File: config.mk
export PLATFORM = sky130hd
export DESIGN_NAME = arc4_sched
export DESIGN_NICKNAME = d
export VERILOG_FILES = /design/src/rtl/arc4_sched.sv
export SDC_FILE = /design/constraint.sdc
export NUM_CORES = 1
export LEC_CHECK = 0
export BUFFER_PORTS_ARGS = -buffer_cell sky130_fd_sc_hd__buf_4
export CORE_ASPECT_RATIO = 0.75
export CORE_UTILIZATION = 41
export CTS_CLUSTER_SIZE = 30
export DETAILED_ROUTE_END_ITERATION = 12
export HOLD_SLACK_MARGIN = 0.08
export PLACE_DENSITY_LB_ADDON = 0.15
export SLEW_MARGIN = 30
export SYNTH_ARGS = -nofsm -noshare
export SYNTH_HDL_FRONTEND = slang
export SYNTH_SLANG_ARGS = --single-unit
File: constraint.sdc
create_clock -name clk -period 1.9 [get_ports clk]
set_input_delay 0 -clock clk [delete_from_list [all_inputs] [get_ports clk]]
set_output_delay 0 -clock clk [all_outputs]
set_load 0.01 [all_outputs]
File: src/rtl/arc4_sched.sv
// ARC4 datapath sequencer: runs init -> ksa -> prga once per accepted request,
// owns the single-port S memory and aborts a phase that stalls for too long.
module arc4_sched #(
    parameter int unsigned KEY_W   = 24,
    parameter int unsigned TIMEOUT = 65535,
    parameter int unsigned CNT_W   = 16
) (
    input  logic             clk,
    input  logic             rst_n,
    input  logic             en,
    output logic             rdy,
    output logic             err,
    input  logic [KEY_W-1:0] key,

    output logic             init_en,
    output logic             ksa_en,
    output logic             prga_en,
    input  logic             init_rdy,
    input  logic             ksa_rdy,
    input  logic             prga_rdy,
    output logic [KEY_W-1:0] ksa_key,
    output logic [KEY_W-1:0] prga_key,

    input  logic [7:0]       init_addr,
    input  logic [7:0]       ksa_addr,
    input  logic [7:0]       prga_addr,
    input  logic [7:0]       init_wrdata,
    input  logic [7:0]       ksa_wrdata,
    input  logic [7:0]       prga_wrdata,
    input  logic             init_wren,
    input  logic             ksa_wren,
    input  logic             prga_wren,
    output logic [7:0]       init_rddata,
    output logic [7:0]       ksa_rddata,
    output logic [7:0]       prga_rddata,

    output logic [7:0]       s_addr,
    output logic [7:0]       s_wrdata,
    output logic             s_wren,
    input  logic [7:0]       s_rddata
);

    typedef enum logic [3:0] {
        StIdle,
        StStartInit,
        StWaitInitLo,
        StWaitInitHi,
        StStartKsa,
        StWaitKsaLo,
        StWaitKsaHi,
        StStartPrga,
        StWaitPrgaLo,
        StWaitPrgaHi,
        StDone
    } state_e;

    typedef enum logic [1:0] {
        OwnNone,
        OwnInit,
        OwnKsa,
        OwnPrga
    } owner_e;

    localparam logic [CNT_W-1:0] TimeoutCnt = CNT_W'(TIMEOUT);

    state_e           state_q, state_d;
    owner_e           owner_q, owner_d;
    logic             rdy_q, rdy_d;
    logic             err_q, err_d;
    logic [KEY_W-1:0] key_q, key_d;
    logic [CNT_W-1:0] cnt_q, cnt_d;
    logic             init_en_q, init_en_d;
    logic             ksa_en_q, ksa_en_d;
    logic             prga_en_q, prga_en_d;
    logic             active;
    logic             advance;
    logic [CNT_W-1:0] cnt_inc;

    assign cnt_inc = cnt_q + CNT_W'(1);

    always_ff @(posedge clk or negedge rst_n) begin
        if (!rst_n) begin
            state_q   <= StIdle;
            owner_q   <= OwnNone;
            rdy_q     <= 1'b1;
            err_q     <= 1'b0;
            key_q     <= '0;
            cnt_q     <= '0;
            init_en_q <= 1'b0;
            ksa_en_q  <= 1'b0;
            prga_en_q <= 1'b0;
        end else begin
            state_q   <= state_d;
            owner_q   <= owner_d;
            rdy_q     <= rdy_d;
            err_q     <= err_d;
            key_q     <= key_d;
            cnt_q     <= cnt_d;
            init_en_q <= init_en_d;
            ksa_en_q  <= ksa_en_d;
            prga_en_q <= prga_en_d;
        end
    end

    always_comb begin
        state_d   = state_q;
        owner_d   = owner_q;
        rdy_d     = rdy_q;
        err_d     = err_q;
        key_d     = key_q;
        cnt_d     = cnt_q;
        init_en_d = 1'b0;
        ksa_en_d  = 1'b0;
        prga_en_d = 1'b0;
        active    = 1'b0;
        advance   = 1'b0;

        unique case (state_q)
            StIdle: begin
                if (en && rdy_q) begin
                    key_d   = key;
                    err_d   = 1'b0;
                    rdy_d   = 1'b0;
                    owner_d = OwnInit;
                    cnt_d   = '0;
                    state_d = StStartInit;
                end
            end
            StStartInit: begin
                active = 1'b1;
                if (init_rdy) begin
                    advance   = 1'b1;
                    init_en_d = 1'b1;
                    cnt_d     = cnt_inc;
                    state_d   = StWaitInitLo;
                end
            end
            StWaitInitLo: begin
                active = 1'b1;
                if (!init_rdy) begin
                    advance = 1'b1;
                    cnt_d   = cnt_inc;
                    state_d = StWaitInitHi;
                end
            end
            StWaitInitHi: begin
                active = 1'b1;
                if (init_rdy) begin
                    advance = 1'b1;
                    owner_d = OwnKsa;
                    cnt_d   = '0;
                    state_d = StStartKsa;
                end
            end
            StStartKsa: begin
                active = 1'b1;
                if (ksa_rdy) begin
                    advance  = 1'b1;
                    ksa_en_d = 1'b1;
                    cnt_d    = cnt_inc;
                    state_d  = StWaitKsaLo;
                end
            end
            StWaitKsaLo: begin
                active = 1'b1;
                if (!ksa_rdy) begin
                    advance = 1'b1;
                    cnt_d   = cnt_inc;
                    state_d = StWaitKsaHi;
                end
            end
            StWaitKsaHi: begin
                active = 1'b1;
                if (ksa_rdy) begin
                    advance = 1'b1;
                    owner_d = OwnPrga;
                    cnt_d   = '0;
                    state_d = StStartPrga;
                end
            end
            StStartPrga: begin
                active = 1'b1;
                if (prga_rdy) begin
                    advance   = 1'b1;
                    prga_en_d = 1'b1;
                    cnt_d     = cnt_inc;
                    state_d   = StWaitPrgaLo;
                end
            end
            StWaitPrgaLo: begin
                active = 1'b1;
                if (!prga_rdy) begin
                    advance = 1'b1;
                    cnt_d   = cnt_inc;
                    state_d = StWaitPrgaHi;
                end
            end
            StWaitPrgaHi: begin
                active = 1'b1;
                if (prga_rdy) begin
                    // Drop ownership as soon as prga reports done so late writes are not forwarded.
                    advance = 1'b1;
                    owner_d = OwnNone;
                    cnt_d   = '0;
                    state_d = StDone;
                end
            end
            StDone: begin
                owner_d = OwnNone;
                rdy_d   = 1'b1;
                state_d = StIdle;
            end
            default: begin
                state_d = StIdle;
            end
        endcase

        // A completing handshake takes priority over an expiring counter.
        if (active && !advance) begin
            if (cnt_q == TimeoutCnt) begin
                err_d   = 1'b1;
                owner_d = OwnNone;
                rdy_d   = 1'b1;
                cnt_d   = '0;
                state_d = StIdle;
            end else begin
                cnt_d = cnt_inc;
            end
        end
    end

    always_comb begin
        s_addr   = '0;
        s_wrdata = '0;
        s_wren   = 1'b0;
        case (owner_q)
            OwnInit: begin
                s_addr   = init_addr;
                s_wrdata = init_wrdata;
                s_wren   = init_wren;
            end
            OwnKsa: begin
                s_addr   = ksa_addr;
                s_wrdata = ksa_wrdata;
                s_wren   = ksa_wren;
            end
            OwnPrga: begin
                s_addr   = prga_addr;
                s_wrdata = prga_wrdata;
                s_wren   = prga_wren;
            end
            default: begin
                s_addr   = '0;
                s_wrdata = '0;
                s_wren   = 1'b0;
            end
        endcase
    end

    assign rdy         = rdy_q;
    assign err         = err_q;
    assign init_en     = init_en_q;
    assign ksa_en      = ksa_en_q;
    assign prga_en     = prga_en_q;
    assign ksa_key     = key_q;
    assign prga_key    = key_q;
    assign init_rddata = s_rddata;
    assign ksa_rddata  = s_rddata;
    assign prga_rddata = s_rddata;

endmodule

==> results.toml, run 1 <==
[timing]
rsz0062_at_grt = "true"
timing.final.crit_share_pct = 107
setup_violations = 37
hold_viol = 0
slew_violations = 0
max_freq_mhz = 491
tightest_slew_ns = 0.744
tns_ns = -1.48
fin_crit_ns = 2.04
max_slew_margin_pct = 50.2
clock_skew_ns = 0.00551
finalWorstSetupSlack_ns = -0.135

[critical_path]
cp-end-kind = "register"
cp_top_family = "simple AND/OR/NAND/NOR gates"
slowest_delay_ns = 0.49
worstPathArrival_ns = 2.24
r2r-start = "state_q[3]"
reg2reg_to = "cnt_q[2]"
critPathKind = "register to register"
critPathMaxFanout = 8
rrSetupSlack_ns = -0.14
path_buf_inv = 1
cp.required_ns = 2.11
r2r_cells = 7
cp_slowest_cell = "dfrtp_2"
worstPathCellList = "or2b_1, and4bb_2, nor4_4, a221o_2, nand2b_4, buf_12, o2bb2ai_1"
start_kind = "register"

[detailed_routing]
postRouteAntennaNets = 0
first_pass_iters = 4
wirelength_um = 9380
wire_per_inst_um = 15.8
viasPerCell = 5.15
drt_iter0_drc = 177
vias = 3067
drc = 0

[synth]
synth-main-ff-cell = "dfrtp_1"
async_reset_ff_share_pct = 100
ys_warn_count = 0
synth_cell_types = 57
synth-edff-count = 0
syn_inst = 327
synth_nets = 417
syn_avg_cell_area_um2 = 10.1
yosys_register_bits = 51
yosysSeqAreaShare_pct = 38.7
netlist_area_um2 = 3300

[hold_path]
hold_path.class = "primary input to register"
worstHoldStart = "init_rdy"
whs_endpoint = "state_q[2]"
min_path_cells = 5

[placed_design]
dp.final_hpwl_um = 6300
gp_congestion = 0.833
placed_area_um2 = 4370
port-buffer-count = 150

[global_routing]
track_usage_pct = 22.2
grt_use_met3_pct = 3.76
antenna_found_initial = 0
top_usage_layer = "met2"
grt_overflow_total = 0
grt_pass1_wl_um = 15100
grt_max_degree = 52
grt_util_met1_pct = 30.4
met2_usage_pct = 37.1
grt_pass1_vias = 3062

[die]
ioPinCount = 183
start_util_pct = 43.7
die-area_um2 = 8430
die_w_um = 106
core_um2 = 7570
num_rows = 27
die_y_um = 79.7

[clock_network]
clk_pin_slew_worst_paths_ns = 0.10
cts_inserted_buffers = 5
cts_sinks = 51
cts_root_buffer = "clkbuf_8"
clock_latency_ns = 0.31
clk_path_buf_depth = 2
htreeDepth = 2
cts_tree = "done"

[power]
p_per_area_nw_per_um2 = 429
vdd_drop_max_uv = 270
power_uw = 2170
p_leak_uw = 0.00249

[layout]
final_nets = 583
diodes = 0
nFillCells = 597
final_common_cell = "buf_4"
drive_above_1_share_pct = 56.1
fin_area_um2 = 5060
synthToLayoutAreaGrowth_pct = 53.1
layout_common_cells = "buf_4 (183), dfrtp_1 (47), mux2_2 (40)"

[outcome]
status = "complete, but fails checks"
violations = "setup timing"

[run]
drv_cap = 0
-- power breakdown --
| group | internal (uW) | leakage (uW) | total [uW] | switching [uW] |
|---|---|---|---|---|
| registers | 1080 | 0.000704 | 1080 | 0 |
| logic | 171 | 0.00173 | 262 | 91.1 |
| clock network | 434 | 0.0000618 | 824 | 390 |
| total | 1690 | 0.00249 | 2170 | 481 |
-- routing by layer --
layer | vias to the layer above | wire [um]
met4 | 0 | 89
met2 | 137 | 4500
li1 | 1457 | -
met3 | 14 | 619
met1 | 1459 | 4170
met5 | - | 0
-- synthesized netlist by cell type (3+ instances only) --
cell | number | share of area, %
mux2i_1 | 3 | 0.91
nand3_1 | 12 | 1.8
clkbuf_1 | 10 | 1.1
inv_1 | 3 | 0.34
and4_1 | 3 | 0.80
buf_6 | 3 | 1.0
a22oi_1 | 3 | 0.68
nor2b_1 | 5 | 0.95
o31ai_1 | 4 | 0.91
nand2b_1 | 3 | 0.57
a31oi_1 | 4 | 0.76
mux2_2 | 40 | 14
nor3_1 | 3 | 0.45
dfrtp_1 | 50 | 38
nor2_1 | 18 | 2.0
a21oi_1 | 10 | 1.5
a22o_1 | 17 | 4.5
o21ai_0 | 5 | 0.76
and3_1 | 5 | 0.95
xor2_1 | 3 | 0.80
buf_4 | 50 | 11
xnor2_1 | 4 | 1.1
nand2_1 | 19 | 2.2
o21ai_2 | 3 | 0.80
buf_2 | 4 | 0.61
-- worst reg2reg max path, stage by stage (launching register included) --
cell	delay (ns)
dfrtp_2	0.49
or2b_1	0.26
and4bb_2	0.33
nor4_4	0.05
a221o_2	0.47
nand2b_4	0.16
buf_12	0.12
o2bb2ai_1	0.05
-- cell type report --
| class | count | area, um2 | share of cell area, % |
|---|---|---|---|
| clock buffer | 6 | 82.6 | 1.63 |
| clock inverter | 2 | 38.8 | 0.767 |
| inverter | 3 | 11.3 | 0.223 |
| multi-input combinational | 205 | 1680 | 33.2 |
| sequential | 51 | 1280 | 25.3 |
| tap | 101 | 126 | 2.50 |
| timing repair buffer | 227 | 1840 | 36.4 |
-- repair_timing --
action	4_1_cts	5_1_grt
pin swaps	5	6
setup buffers	6	0
hold endpoints to repair	102	0
setup endpoints to repair	39	48
hold buffers	37	0
cloned	1	0
resized for setup	21	11
-- stage by stage --
step / hold slack [ns] / std cells / worst slack [ns] / utilization, %
finish: 0.161 / 595 / -0.135 / 66.9
global route: 0.196 / 595 / -0.207 / 66.9
CTS: 0.153 / 595 / -0.105 / 66.2
detailed placement: 0.000144 / 544 / -0.167 / 57.8
global placement: 0.000144 / 544 / -0.130 / 57.8
floorplan: -0.296 / 327 / -0.0530 / -
-- how the worst max path moves through the flow --
stage / start / to / slack, ns / cells past startpoint
after floorplan: rdy / ksa_key[14] / -0.05 / 6
after global placement: state_q[1] / cnt_q[10] / -0.13 / 7
after detailed placement: state_q[2] / cnt_q[10] / -0.17 / 6
after CTS: state_q[0] / cnt_q[2] / -0.10 / 7
after global routing: state_q[1] / cnt_q[5] / -0.21 / 7
final: state_q[3] / cnt_q[2] / -0.14 / 7
-- flip-flops by register name (all words and copies together), names as in the netlist --
name / flops
err: 1
prga_en: 1
rdy: 1
ksa_key: 24
state_q: 4
init_en: 1
cnt_q: 16
owner_q: 2
ksa_en: 1
-- cells by family after synthesis --
kind of cell	share of synthesized area, %
muxes	14.9
and+or+nand+nor	14.2
DFF	38.7
AOI/OAI and AO/OA	15.3
xor gates and xnor gates	1.86
buffers and inverters	14.7
adders and majority gates	0.379
No activity file was read; power rests on OpenSTA's default activity.
==> run 2: changes to the inputs <==
--- a/config.mk
+++ b/config.mk
@@ -11,7 +11,7 @@
 export CTS_CLUSTER_SIZE = 30
 export DETAILED_ROUTE_END_ITERATION = 12
 export HOLD_SLACK_MARGIN = 0.08
-export PLACE_DENSITY_LB_ADDON = 0.15
+export PLACE_DENSITY = 0.81
 export SLEW_MARGIN = 30
 export SYNTH_ARGS = -nofsm -noshare
 export SYNTH_HDL_FRONTEND = slang
==> run 2 against run 1 <==
The run still ends with setup timing left. Non-clock buffer count is 4 lower. Clock power shrank 27%. Clock skew increased by 0.0044 ns. Cell area down 1.9%. Sequential share of layout area is 0.45 points higher. Combinational power about the same. Power is 10% lower. Via count rose by 1.6%. Highest routed layer unchanged.
==> results.toml, run 2 (synthesis gave the netlist of run 1 again) <==
[outcome]
status = "complete, but fails checks"
violations = "setup timing"

[die]
ioPinCount = 183
die_y_um = 79.7
start_util_pct = 43.7
num_rows = 27
core_um2 = 7570
die-area_um2 = 8430
die_w_um = 106

[critical_path]
reg2reg_to = "cnt_q[5]"
start_kind = "register"
rrSetupSlack_ns = -0.18
r2r-start = "state_q[1]"
critPathMaxFanout = 7
worstPathArrival_ns = 2.30
cp-end-kind = "register"
r2r_cells = 6
cp.required_ns = 2.12
slowest_delay_ns = 0.46
worstPathCellList = "nand2b_4, and4bb_2, nor4_4, a221oi_4, or4_1, o211ai_1"
critPathKind = "register to register"
cp_slowest_cell = "dfrtp_2"

[clock_network]
cts_sinks = 51
clk_path_buf_depth = 2
htreeDepth = 2
cts_root_buffer = "clkbuf_8"
cts_tree = "done"
clock_latency_ns = 0.31
cts_inserted_buffers = 5
clk_pin_slew_worst_paths_ns = 0.09

[global_routing]
grt_max_degree = 52
grt_pass1_vias = 3019
track_usage_pct = 22.4
grt_pass1_wl_um = 15000
antenna_found_initial = 0
grt_overflow_total = 0

[timing]
tightest_slew_ns = 0.727
slew_violations = 0
max_freq_mhz = 481
hold_viol = 0
timing.hold.ws_ns = 0.154
finalWorstSetupSlack_ns = -0.178
clock_skew_ns = 0.00987
rsz0062_at_grt = "true"
timing.final.crit_share_pct = 109
max_slew_margin_pct = 51.3
setup_violations = 47
fin_crit_ns = 2.08

[detailed_routing]
first_pass_iters = 4
drt_iter0_drc = 143
wire_per_inst_um = 17.1
drc = 0
viasPerCell = 5.28
postRouteAntennaNets = 0
vias = 3115
wirelength_um = 10100

[layout]
layout_common_cells = "buf_4 (179), dfrtp_1 (48), mux2_2 (39)"
drive_above_1_share_pct = 54.0
synthToLayoutAreaGrowth_pct = 50.3
layout.cells.non_filler = 590
diodes = 0
final_nets = 579
largest_reg_flops = 24
nFillCells = 564
final_common_cell = "buf_4"

[placed_design]
gp_congestion = 0.872
dp.final_hpwl_um = 6640
pre_cts_ws_ns = -0.227
port-buffer-count = 150
placed_cells = 540

[hold_path]
whs_endpoint = "owner_q[0]"
hold_path.class = "primary input to register"
worstHoldStart = "prga_rdy"
min_path_cells = 4

[run]
drv_cap = 0

[power]
p_leak_uw = 0.00247
p_per_area_nw_per_um2 = 393
vdd_drop_max_uv = 280
[run 2: final cells by class]
cell class | instances | area (um2) | share of cell area (%)
Clock inverter | 2 | 13.8 | 0.277
Inverter | 3 | 11.3 | 0.227
Sequential cell | 51 | 1280 | 25.8
Multi-Input combinational cell | 205 | 1640 | 33.0
Tap cell | 101 | 126 | 2.54
Clock buffer | 5 | 68.8 | 1.39
Timing Repair Buffer | 223 | 1830 | 36.8
[run 2: stage by stage]
stage | utilization (%) | area, um2 | total power, uW | TNS (ns)
after floorplan | - | 3340 | 1180 | -0.650
after global placement | 57.2 | 4330 | 1280 | -1.52
after detailed placement | 57.2 | 4330 | 1280 | -3.64
after CTS | 64.6 | 4890 | 1970 | -1.69
after global routing | 65.6 | 4970 | 2030 | -6.79
final | 65.6 | 4970 | 1950 | -4.21
[run 2: critical path: cells and delay by family, from the launching register on]
family	cells	cell delay, ns
compound gates	2	0.30
flops	1	0.46
simple gates	4	1.25
[run 2: worst max path at each step]
stage / start / endpoint / slack, ns / depth (start not counted)
after floorplan: rdy / ksa_key[14] / -0.05 / 6
after CTS: state_q[1] / cnt_q[5] / -0.13 / 6
final: state_q[1] / cnt_q[5] / -0.18 / 6
after global routing: state_q[1] / cnt_q[10] / -0.24 / 6
after detailed placement: state_q[1] / cnt_q[5] / -0.23 / 6
after global placement: state_q[1] / cnt_q[5] / -0.11 / 6
[run 2: layer usage]
metal / track usage (%) / up-vias / share of wire, % / wire length (um)
met5: 0 / - / 0 / 0
met4: 6.53 / 0 / 1.1 / 107
li1: - / 1447 / - / -
met1: 27.9 / 1520 / 41 / 4190
met3: 4.49 / 13 / 6.4 / 645
met2: 39.7 / 135 / 51 / 5170
[run 2: timing repair]
| item | in CTS | in global routing |
|---|---|---|
| cloned | 1 | 2 |
| hold endpoints to repair | 102 | 0 |
| pin swaps | 10 | 8 |
| buffers inserted | 4 | 1 |
| hold buffers | 37 | 0 |
| resized for setup | 17 | 9 |
| setup endpoints to repair | 43 | 46 |
[run 2: where the power goes]
group | switching (uW) | internal (uW)
Combinational | 93.3 | 170
Sequential | 0 | 1080
Clock | 353 | 252
==> run 3: changes to the inputs <==
--- a/config.mk
+++ b/config.mk
@@ -6,7 +6,6 @@
 export NUM_CORES = 1
 export LEC_CHECK = 0
 export BUFFER_PORTS_ARGS = -buffer_cell sky130_fd_sc_hd__buf_4
-export CORE_ASPECT_RATIO = 0.75
 export CORE_UTILIZATION = 41
 export CTS_CLUSTER_SIZE = 30
 export DETAILED_ROUTE_END_ITERATION = 12
==> run 3 against run 2 <==
Combinational power is essentially flat. Cell area shrank 0.50%. Sequential share of layout area increased by 0.16 points. Sequential power about the same. Count of clock-buffer cells in the layout is 1 higher. Non-clock buffer count unchanged. Largest power group unchanged. The flow still finishes with violations (setup timing). Routed wire length is 5.5% lower. Clock skew is 0.0049 ns lower. Via count up 1.1%. Register-to-register slack improved by 0.05 ns. Sequential cell count stayed put. Cell count is 0.17% higher.
==> results.toml, run 3 (synthesis gave the netlist of run 1 again) <==
[outcome]
status = "complete, but fails checks"
violations = "setup timing"

[critical_path]
path_buf_inv = 1
r2r-start = "state_q[3]"
worstPathCellList = "or2b_1, and4bb_2, nor4_4, a221oi_2, buf_4, a2bb2oi_1, o31ai_2"
slowest_delay_ns = 0.46
cp.required_ns = 2.08
cp_top_family = "simple AND/OR/NAND/NOR gates"
worstPathArrival_ns = 2.21
critPathKind = "register to register"
r2r_cells = 7
startpoint = "state_q[3]"
cp-end-kind = "register"
critPathMaxFanout = 7
reg2reg_to = "cnt_q[10]"
rrSetupSlack_ns = -0.13
cp_slowest_cell = "dfrtp_2"
start_kind = "register"

[layout]
largest_reg_flops = 24
synthToLayoutAreaGrowth_pct = 49.5
fin_area_um2 = 4940
final_common_cell = "buf_4"
final_nets = 579
layout_common_cells = "buf_4 (184), dfrtp_1 (47), mux2_2 (40)"
nFillCells = 565
final_util_pct = 63.6
drive_above_1_share_pct = 54.8
diodes = 0

[global_routing]
grt_overflow_total = 0
grt_util_met1_pct = 28.5
grt_use_met3_pct = 4.64
antenna_found_initial = 0
track_usage_pct = 22.1
top_usage_layer = "met2"
grt_pass1_wl_um = 15000
met2_usage_pct = 37.6
grt_max_degree = 52
grt_pass1_vias = 3065

[timing]
max_freq_mhz = 493
max_slew_margin_pct = 50.8
hold_viol = 0
clock_skew_ns = 0.00497
setup_violations = 39
finalWorstSetupSlack_ns = -0.130
rsz0062_at_grt = "true"
slew_violations = 0
fin_crit_ns = 2.03
tightest_slew_ns = 0.735
timing.final.crit_share_pct = 107

[die]
die_w_um = 91.8
die_y_um = 91.8
start_util_pct = 42.5
die-area_um2 = 8420
core_um2 = 7770
ioPinCount = 183
num_rows = 32

[detailed_routing]
wirelength_um = 9550
drt_iter0_drc = 294
vias = 3150
first_pass_iters = 4
postRouteAntennaNets = 0
viasPerCell = 5.33
wire_per_inst_um = 16.2
drc = 0

[power]
p_per_area_nw_per_um2 = 418
vdd_drop_max_uv = 255
p_leak_uw = 0.00245

[clock_network]
cts_inserted_buffers = 5
clk_path_buf_depth = 2
clock_latency_ns = 0.30
cts_tree = "done"
clk_pin_slew_worst_paths_ns = 0.09
cts_root_buffer = "clkbuf_8"
cts_sinks = 51
htreeDepth = 2

[placed_design]
placed_area_um2 = 4330
gp_congestion = 0.838
port-buffer-count = 150
dp.final_hpwl_um = 6150

[hold_path]
worstHoldStart = "init_rdy"
min_path_cells = 5
whs_endpoint = "state_q[2]"
hold_path.class = "primary input to register"

[run]
drv_cap = 0
[run 3: power by group]
part	total, uW	switching, uW	internal, uW
clock	722	336	386
combinational	261	92.2	169
sequential	1080	0	1080
total	2070	428	1640
[run 3: layout make-up]
class                      count  area [um2]  share of cell area (%)
multi-input combinational    205        1640                    33.2
inverter                       3        11.3                   0.228
clock buffer                   6        72.6                    1.47
clock inverter                 1        30.0                   0.608
timing repair buffer         223        1780                    36.0
tap                          102         128                    2.58
sequential                    51        1280                    25.9
[run 3: metrics by stage]
step,hold slack (ns),std cells,TNS (ns),setup WS [ns],power [uW]
2_1_floorplan,-0.296,327,-0.650,-0.0530,1180
4_1_cts,0.159,590,-0.908,-0.0773,2080
5_1_grt,0.184,591,-3.62,-0.171,2150
3_5_place_dp,0.000132,539,-3.47,-0.231,1280
3_3_place_gp,0.000132,539,-2.37,-0.177,1280
6_report,0.168,591,-1.58,-0.130,2070
[run 3: per-layer routing]
layer,share of wire (%),vias up
met2,50,157
met4,1.9,0
met5,0,-
li1,-,1447
met1,41,1523
met3,7.0,23
[run 3: worst max path at each step]
stage / end / cells after the start
detailed placement: cnt_q[5] / 6
global placement: cnt_q[5] / 6
CTS: cnt_q[5] / 7
floorplan: ksa_key[14] / 6
finish: cnt_q[10] / 7
global route: cnt_q[10] / 7
[run 3: repair_timing]
item	4_1_cts	5_1_grt
gates cloned	1	0
pin swaps	7	3
setup endpoints to repair	44	47
gates resized for setup	10	11
setup buffers	6	1
hold buffers	37	0
endpoints found under the hold margin	102	0
[run 3: worst min-delay path: stages]
cell and delay (ns):
buf_4 0.15, nand3_1 0.08, nor2_1 0.04, a21oi_1 0.11, nor3_1 0.06
